==> config.mk <==
export PLATFORM = sky130hd
export DESIGN_NAME = alu_cmd_sequencer
export DESIGN_NICKNAME = d
export VERILOG_FILES = /design/src/rtl/alu_cmd_sequencer_pkg.sv /design/src/rtl/alu_cmd_sequencer.sv
export SDC_FILE = /design/constraint.sdc
export NUM_CORES = 1
export LEC_CHECK = 0
export ABC_AREA = 1
export ABC_CLOCK_PERIOD_IN_PS = 1400
export BUFFER_PORTS_ARGS = -buffer_cell sky130_fd_sc_hd__buf_2
export CAP_MARGIN = 25
export CORE_MARGIN = 1.5
export CORE_UTILIZATION = 49
export CTS_BUF_LIST = sky130_fd_sc_hd__clkbuf_4 sky130_fd_sc_hd__clkbuf_8
export CTS_CLUSTER_SIZE = 14
export DETAILED_ROUTE_END_ITERATION = 8
export GPL_TIMING_DRIVEN = 0
export PLACE_DENSITY_LB_ADDON = 0.12
export SKIP_LAST_GASP = 1
export SYNTH_ARGS = -nofsm -noshare
export SYNTH_HDL_FRONTEND = slang
export SYNTH_SLANG_ARGS = --single-unit
==> constraint.sdc <==
create_clock -name clk -period 1.4 [get_ports clk]
set_input_delay 0.14 -clock clk [delete_from_list [all_inputs] [get_ports clk]]
set_output_delay 0.14 -clock clk [all_outputs]
set_load 0.05 [all_outputs]
==> src/rtl/alu_cmd_sequencer_pkg.sv <==
// ---------------------------------------------------------------------------
// alu_cmd_sequencer_pkg
//  Shared definitions for the ALU_Pro command sequencer: FSM state encoding,
//  default widths and the ALU_Pro opcode names.
// ---------------------------------------------------------------------------
package alu_cmd_sequencer_pkg;

    localparam int DW_DEFAULT  = 16;
    localparam int OPW_DEFAULT = 3;

    // ALU_Pro opcode names (meaning is owned by ALU_Pro itself)
    localparam logic [2:0] OP_0 = 3'd0;
    localparam logic [2:0] OP_1 = 3'd1;
    localparam logic [2:0] OP_2 = 3'd2;
    localparam logic [2:0] OP_3 = 3'd3;
    localparam logic [2:0] OP_4 = 3'd4;
    localparam logic [2:0] OP_5 = 3'd5;
    localparam logic [2:0] OP_6 = 3'd6;
    localparam logic [2:0] OP_7 = 3'd7;

    // Encoding 2'd3 is unused; the FSM recovers from it to S_IDLE.
    typedef enum logic [1:0] {
        S_IDLE  = 2'd0,
        S_DRIVE = 2'd1,
        S_HOLD  = 2'd2
    } seq_state_e;

endpackage

==> src/rtl/alu_cmd_sequencer.sv <==
// ---------------------------------------------------------------------------
// alu_cmd_sequencer
//  Initiator side of the ALU_Pro operand interface. Accepts one command at a
//  time over valid/ready, presents the operands to a combinational ALU_Pro
//  with alu_en high for SETTLE_CYC cycles, captures the result and returns it
//  with the command tag over valid/ready.
//
//  Ports
//   clk, rst                 clock, synchronous active-high reset
//   cmd_valid/cmd_ready      command handshake; cmd_a, cmd_b, cmd_op, cmd_tag
//   alu_a/alu_b/alu_op/alu_en  registered drive into ALU_Pro
//   alu_result               combinational result from ALU_Pro
//   res_valid/res_ready      result handshake; res_data, res_tag
//   busy                     sequencer is not idle
//   op_count                 completed result handshakes, 16-bit wrapping
// ---------------------------------------------------------------------------
module alu_cmd_sequencer
    import alu_cmd_sequencer_pkg::*;
#(
    parameter int DW         = 16,
    parameter int OPW        = 3,
    parameter int TAGW       = 4,
    parameter int SETTLE_CYC = 1
) (
    input  logic            clk,
    input  logic            rst,
    input  logic            cmd_valid,
    output logic            cmd_ready,
    input  logic [DW-1:0]   cmd_a,
    input  logic [DW-1:0]   cmd_b,
    input  logic [OPW-1:0]  cmd_op,
    input  logic [TAGW-1:0] cmd_tag,
    output logic [DW-1:0]   alu_a,
    output logic [DW-1:0]   alu_b,
    output logic [OPW-1:0]  alu_op,
    output logic            alu_en,
    input  logic [DW-1:0]   alu_result,
    output logic            res_valid,
    input  logic            res_ready,
    output logic [DW-1:0]   res_data,
    output logic [TAGW-1:0] res_tag,
    output logic            busy,
    output logic [15:0]     op_count
);

    localparam int CW = $clog2(SETTLE_CYC) + 1;
    localparam logic [CW-1:0] CNT_LAST = CW'(SETTLE_CYC - 1);

    if (SETTLE_CYC < 1) begin : g_bad_settle
        $error("alu_cmd_sequencer: SETTLE_CYC must be at least 1");
    end

    seq_state_e      state_r;
    seq_state_e      state_nx_s;
    logic [CW-1:0]   cnt_r;
    logic [TAGW-1:0] tag_r;
    logic [DW-1:0]   alu_a_r;
    logic [DW-1:0]   alu_b_r;
    logic [OPW-1:0]  alu_op_r;
    logic            alu_en_r;
    logic [DW-1:0]   res_data_r;
    logic [TAGW-1:0] res_tag_r;
    logic            res_valid_r;
    logic [15:0]     op_count_r;

    // State register
    always_ff @(posedge clk) begin
        if (rst) begin
            state_r <= S_IDLE;
        end else begin
            state_r <= state_nx_s;
        end
    end

    // Next-state decode; illegal encodings fall back to idle
    always_comb begin
        state_nx_s = S_IDLE;
        case (state_r)
            S_IDLE: begin
                if (cmd_valid) begin
                    state_nx_s = S_DRIVE;
                end else begin
                    state_nx_s = S_IDLE;
                end
            end
            S_DRIVE: begin
                if (cnt_r == CNT_LAST) begin
                    state_nx_s = S_HOLD;
                end else begin
                    state_nx_s = S_DRIVE;
                end
            end
            S_HOLD: begin
                if (res_ready) begin
                    state_nx_s = S_IDLE;
                end else begin
                    state_nx_s = S_HOLD;
                end
            end
            default: begin
                state_nx_s = S_IDLE;
            end
        endcase
    end

    // Datapath: operand latch, settle counter, result capture, completion count
    always_ff @(posedge clk) begin
        if (rst) begin
            alu_a_r     <= '0;
            alu_b_r     <= '0;
            alu_op_r    <= '0;
            alu_en_r    <= 1'b0;
            cnt_r       <= '0;
            tag_r       <= '0;
            res_data_r  <= '0;
            res_tag_r   <= '0;
            res_valid_r <= 1'b0;
            op_count_r  <= 16'd0;
        end else begin
            case (state_r)
                S_IDLE: begin
                    // cmd_ready is 1 here, so cmd_valid alone completes the handshake
                    if (cmd_valid) begin
                        alu_a_r  <= cmd_a;
                        alu_b_r  <= cmd_b;
                        alu_op_r <= cmd_op;
                        tag_r    <= cmd_tag;
                        cnt_r    <= '0;
                        alu_en_r <= 1'b1;
                    end
                end
                S_DRIVE: begin
                    cnt_r <= cnt_r + CW'(1);
                    // alu_en is still high on this edge, so alu_result is the live value
                    if (cnt_r == CNT_LAST) begin
                        res_data_r  <= alu_result;
                        res_tag_r   <= tag_r;
                        res_valid_r <= 1'b1;
                        alu_en_r    <= 1'b0;
                    end
                end
                S_HOLD: begin
                    if (res_ready) begin
                        res_valid_r <= 1'b0;
                        op_count_r  <= op_count_r + 16'd1;
                    end
                end
                default: begin
                    alu_en_r    <= 1'b0;
                    res_valid_r <= 1'b0;
                end
            endcase
        end
    end

    // Handshake flags decode only the state register, never res_ready
    assign cmd_ready = (state_r == S_IDLE);
    assign busy      = (state_r != S_IDLE);

    assign alu_a     = alu_a_r;
    assign alu_b     = alu_b_r;
    assign alu_op    = alu_op_r;
    assign alu_en    = alu_en_r;
    assign res_valid = res_valid_r;
    assign res_data  = res_data_r;
    assign res_tag   = res_tag_r;
    assign op_count  = op_count_r;

endmodule

==> out/qor.yml <==
rows: 28
routed_wl_um: 7340
critPathMaxStageDelay_ns: 0.37
final_common_cell: "buf_2"
final_cell_mix: "buf_2 (140), nor2_1 (107), dfxtp_1 (72), nand2_1 (57), o21ai_0 (40)"
p_int_uw: 3360
max_slew.worst_pin.slew_ns: 0.489
maxCapViolCount: 0
power.share.clock_pct: 28.6
fin_crit_sh_pct: 93.0
insertion_delay_ns: 0.33
layoutNonFillerInstCount: 633
worstPathRequired_ns: 1.26
place_ws_ns: 0.0359
p_sw_share_pct: 32.8
reg2reg_from: "state_r[1]$_SDFF_PP0_"
start_util_pct: 51.2
fill_cells: 564
grt_max_degree: 13
synth_cell_types: 24
cts_setup_buffers: 0
numPortBuffers: 132
fin_hold_ws_ns: 0.0400
hold_violations: 0
syn-cell-area_sq_um: 3070
p_leak_uw: 0.00190
fin_nets: 615
grt_pass1_vias: 2653
wl_per_cell_um: 11.6
post-dp-hpwl_um: 5530
drtIter0Drc: 141
die_h_um: 82.1
cp-end-kind: "output port"
r2r_cells: 8
ys_seq_elements: 80
p_seq_share_pct: 49.9
post-route-min-period_ns: 1.30
cts_resized: 0
synth-edff-count: 0
cp_slowest_cell: "dfxtp_2"
max-slew-margin-rel_pct: 67.4
cts.sinks: 80
yosysTopAreaCellShare_pct: 52.2
r2r_end: "op_count[15]$_SDFFE_PP0P_"
ys_seq_area_share_pct: 52.2
ant_nets: 0
fin_ws_ns: 0.0986
hold_path_end: "alu_a[5]$_SDFFE_PP0P_"
critPathTopFamily: "flip-flops"
comb_power_share_pct: 21.4
ys_dominant_reg_cell: "dfxtp_1"
grt_pass1_wl_um: 11400
worstSetupStartpointType: "flip-flop"
synth.top_cells.by_area: "dfxtp_1 (52%), nor2_1 (13%), nand2_1 (7.1%), o21ai_0 (6.5%), a21oi_1 (4.9%)"
drive_above_1_share_pct: 32.1
r2r_slack_ns: 0.13
worstSetupPathType: "flip-flop to output port"
finalMaxSlewViolations: 0
grt-ovfl-total: 0
post-route-drc-count: 0
vias_per_cell: 4.92
async_reset_ff_share_pct: 0
path_buf_inv: 1
status: "completed"
clkTransAtPathRegs_ns: 0.07
dp_cells: 619
antennaDiodeCount: 0
ctsHoldBuffers: 0
whs_path_depth: 3
synth.avg_cell_area_sq_um: 7.45
vias: 3112
arrival_ns: 1.16
grt_usage_pct: 21.9
crit_chain: "nor2_4 -> buf_2"
drt-pass1-iter-count: 4
synth_nets: 472
synth_cells: 412
hold_path_class: "primary input to flip-flop"
cts_tree: "yes"
max_freq_mhz: 768
htreeDepth: 3
powerDensity_nw_per_um2: 1250
min_from: "cmd_a[5]"
fp.coreArea_sq_um: 5990
rsz0062_at_grt: "false"
irDropWorstVdd_uv: 755
yosys_warnings: 0
gp_congestion: 0.791
numCtsBuffers: 9
utilization_pct: 67.1
area_growth_pct: 30.9
finalSetupViolCount: 0
fp.dieW_um: 82.1
grt_antenna_before_repair: 0
ioPinCount: 134
clock-root-buffer: "clkbuf_8"
die_area_sq_um: 6750
cp_max_fo: 6
clock_skew_ns: 0.00784
cts_buffer_depth: 2
synth_top_area_cell: "dfxtp_1"
p_switching_uw: 1640
-- worst register-to-register path, cell delays in order (launching register included) --
cell and delay (ns):
dfxtp_2 0.41, nand2_1 0.10, nor2_2 0.12, buf_4 0.18, nand2_1 0.07, nor2_2 0.10
nand3_1 0.08, nand2_1 0.06, nor2_1 0.04
-- power groups by stage --
stage	clock network, uW	registers [uW]	logic (uW)
2_1_floorplan	0	2990	332
3_3_place_gp	0	2540	1060
3_5_place_dp	0	2550	1080
4_1_cts	1480	2500	1080
5_1_grt	1560	2520	1160
6_report	1430	2500	1070
-- sequential cells by signal, indices dropped and copies added, names as in the netlist --
register	count
state_r	2
tag_r	4
alu_b	16
cnt_r	1
alu_en	1
res_data	16
alu_a	16
res_valid	1
alu_op	3
res_tag	4
op_count	16
-- cells in the mapped netlist, drive strengths merged (5+ instances only) --
| library cell | n |
|---|---|
| nor2 | 115 |
| dfxtp | 80 |
| nand2 | 59 |
| o21ai | 44 |
| nand3 | 31 |
| a21oi | 30 |
| inv | 18 |
| clkbuf | 13 |
| buf | 10 |
| nand4 | 5 |
-- layout make-up --
cell class | instances | area [sq um] | area share (%)
buffer | 23 | 106 | 2.65
inverter | 18 | 67.6 | 1.68
tap | 75 | 93.8 | 2.33
sequential | 80 | 1610 | 40.1
multi-input combinational | 291 | 1320 | 32.8
timing repair buffer | 132 | 661 | 16.4
clock inverter | 4 | 22.5 | 0.560
clock buffer | 10 | 138 | 3.42
-- logic make-up after synthesis --
family	Yosys count	synth area share [%]
xor+xnor	1	0.285
flops	80	52.2
compound gates	77	12.9
simple gates	212	28.7
fa+ha+maj	1	0.408
buf+inv	41	5.50
-- how the worst max path moves through the flow --
stage | slack (ns) | start | end | cells after the start
2_1_floorplan | -0.01 | op_count[0]$_SDFFE_PP0P_ | op_count[6]$_SDFFE_PP0P_ | 6
3_3_place_gp | 0.05 | state_r[1]$_SDFF_PP0_ | op_count[15]$_SDFFE_PP0P_ | 8
3_5_place_dp | 0.04 | state_r[1]$_SDFF_PP0_ | op_count[15]$_SDFFE_PP0P_ | 8
4_1_cts | 0.001 | state_r[1]$_SDFF_PP0_ | alu_b[6]$_SDFFE_PP0P_ | 5
5_1_grt | 0.01 | state_r[1]$_SDFF_PP0_ | op_count[15]$_SDFFE_PP0P_ | 8
6_report | 0.1 | state_r[1]$_SDFF_PP0_ | cmd_ready | 2
-- stage by stage --
stage	total power (uW)	cell area [sq um]	setup TNS, ns
3_3_place_gp	3610	3840	0
3_5_place_dp	3630	3840	0
6_report	5010	4020	0
5_1_grt	5240	4020	0
2_1_floorplan	3330	3080	-0.0122
4_1_cts	5050	4000	0
-- metal layers --
| metal | vias up | part of all wire, % | global-route usage (%) |
|---|---|---|---|
| met5 | - | 0 | 0 |
| met4 | 0 | 1.2 | 7.12 |
| met3 | 9 | 6.7 | 6.15 |
| met2 | 99 | 47 | 36.6 |
| met1 | 1388 | 45 | 27.2 |
| li1 | 1616 | - | - |
No activity file was read; power rests on OpenSTA's default activity.
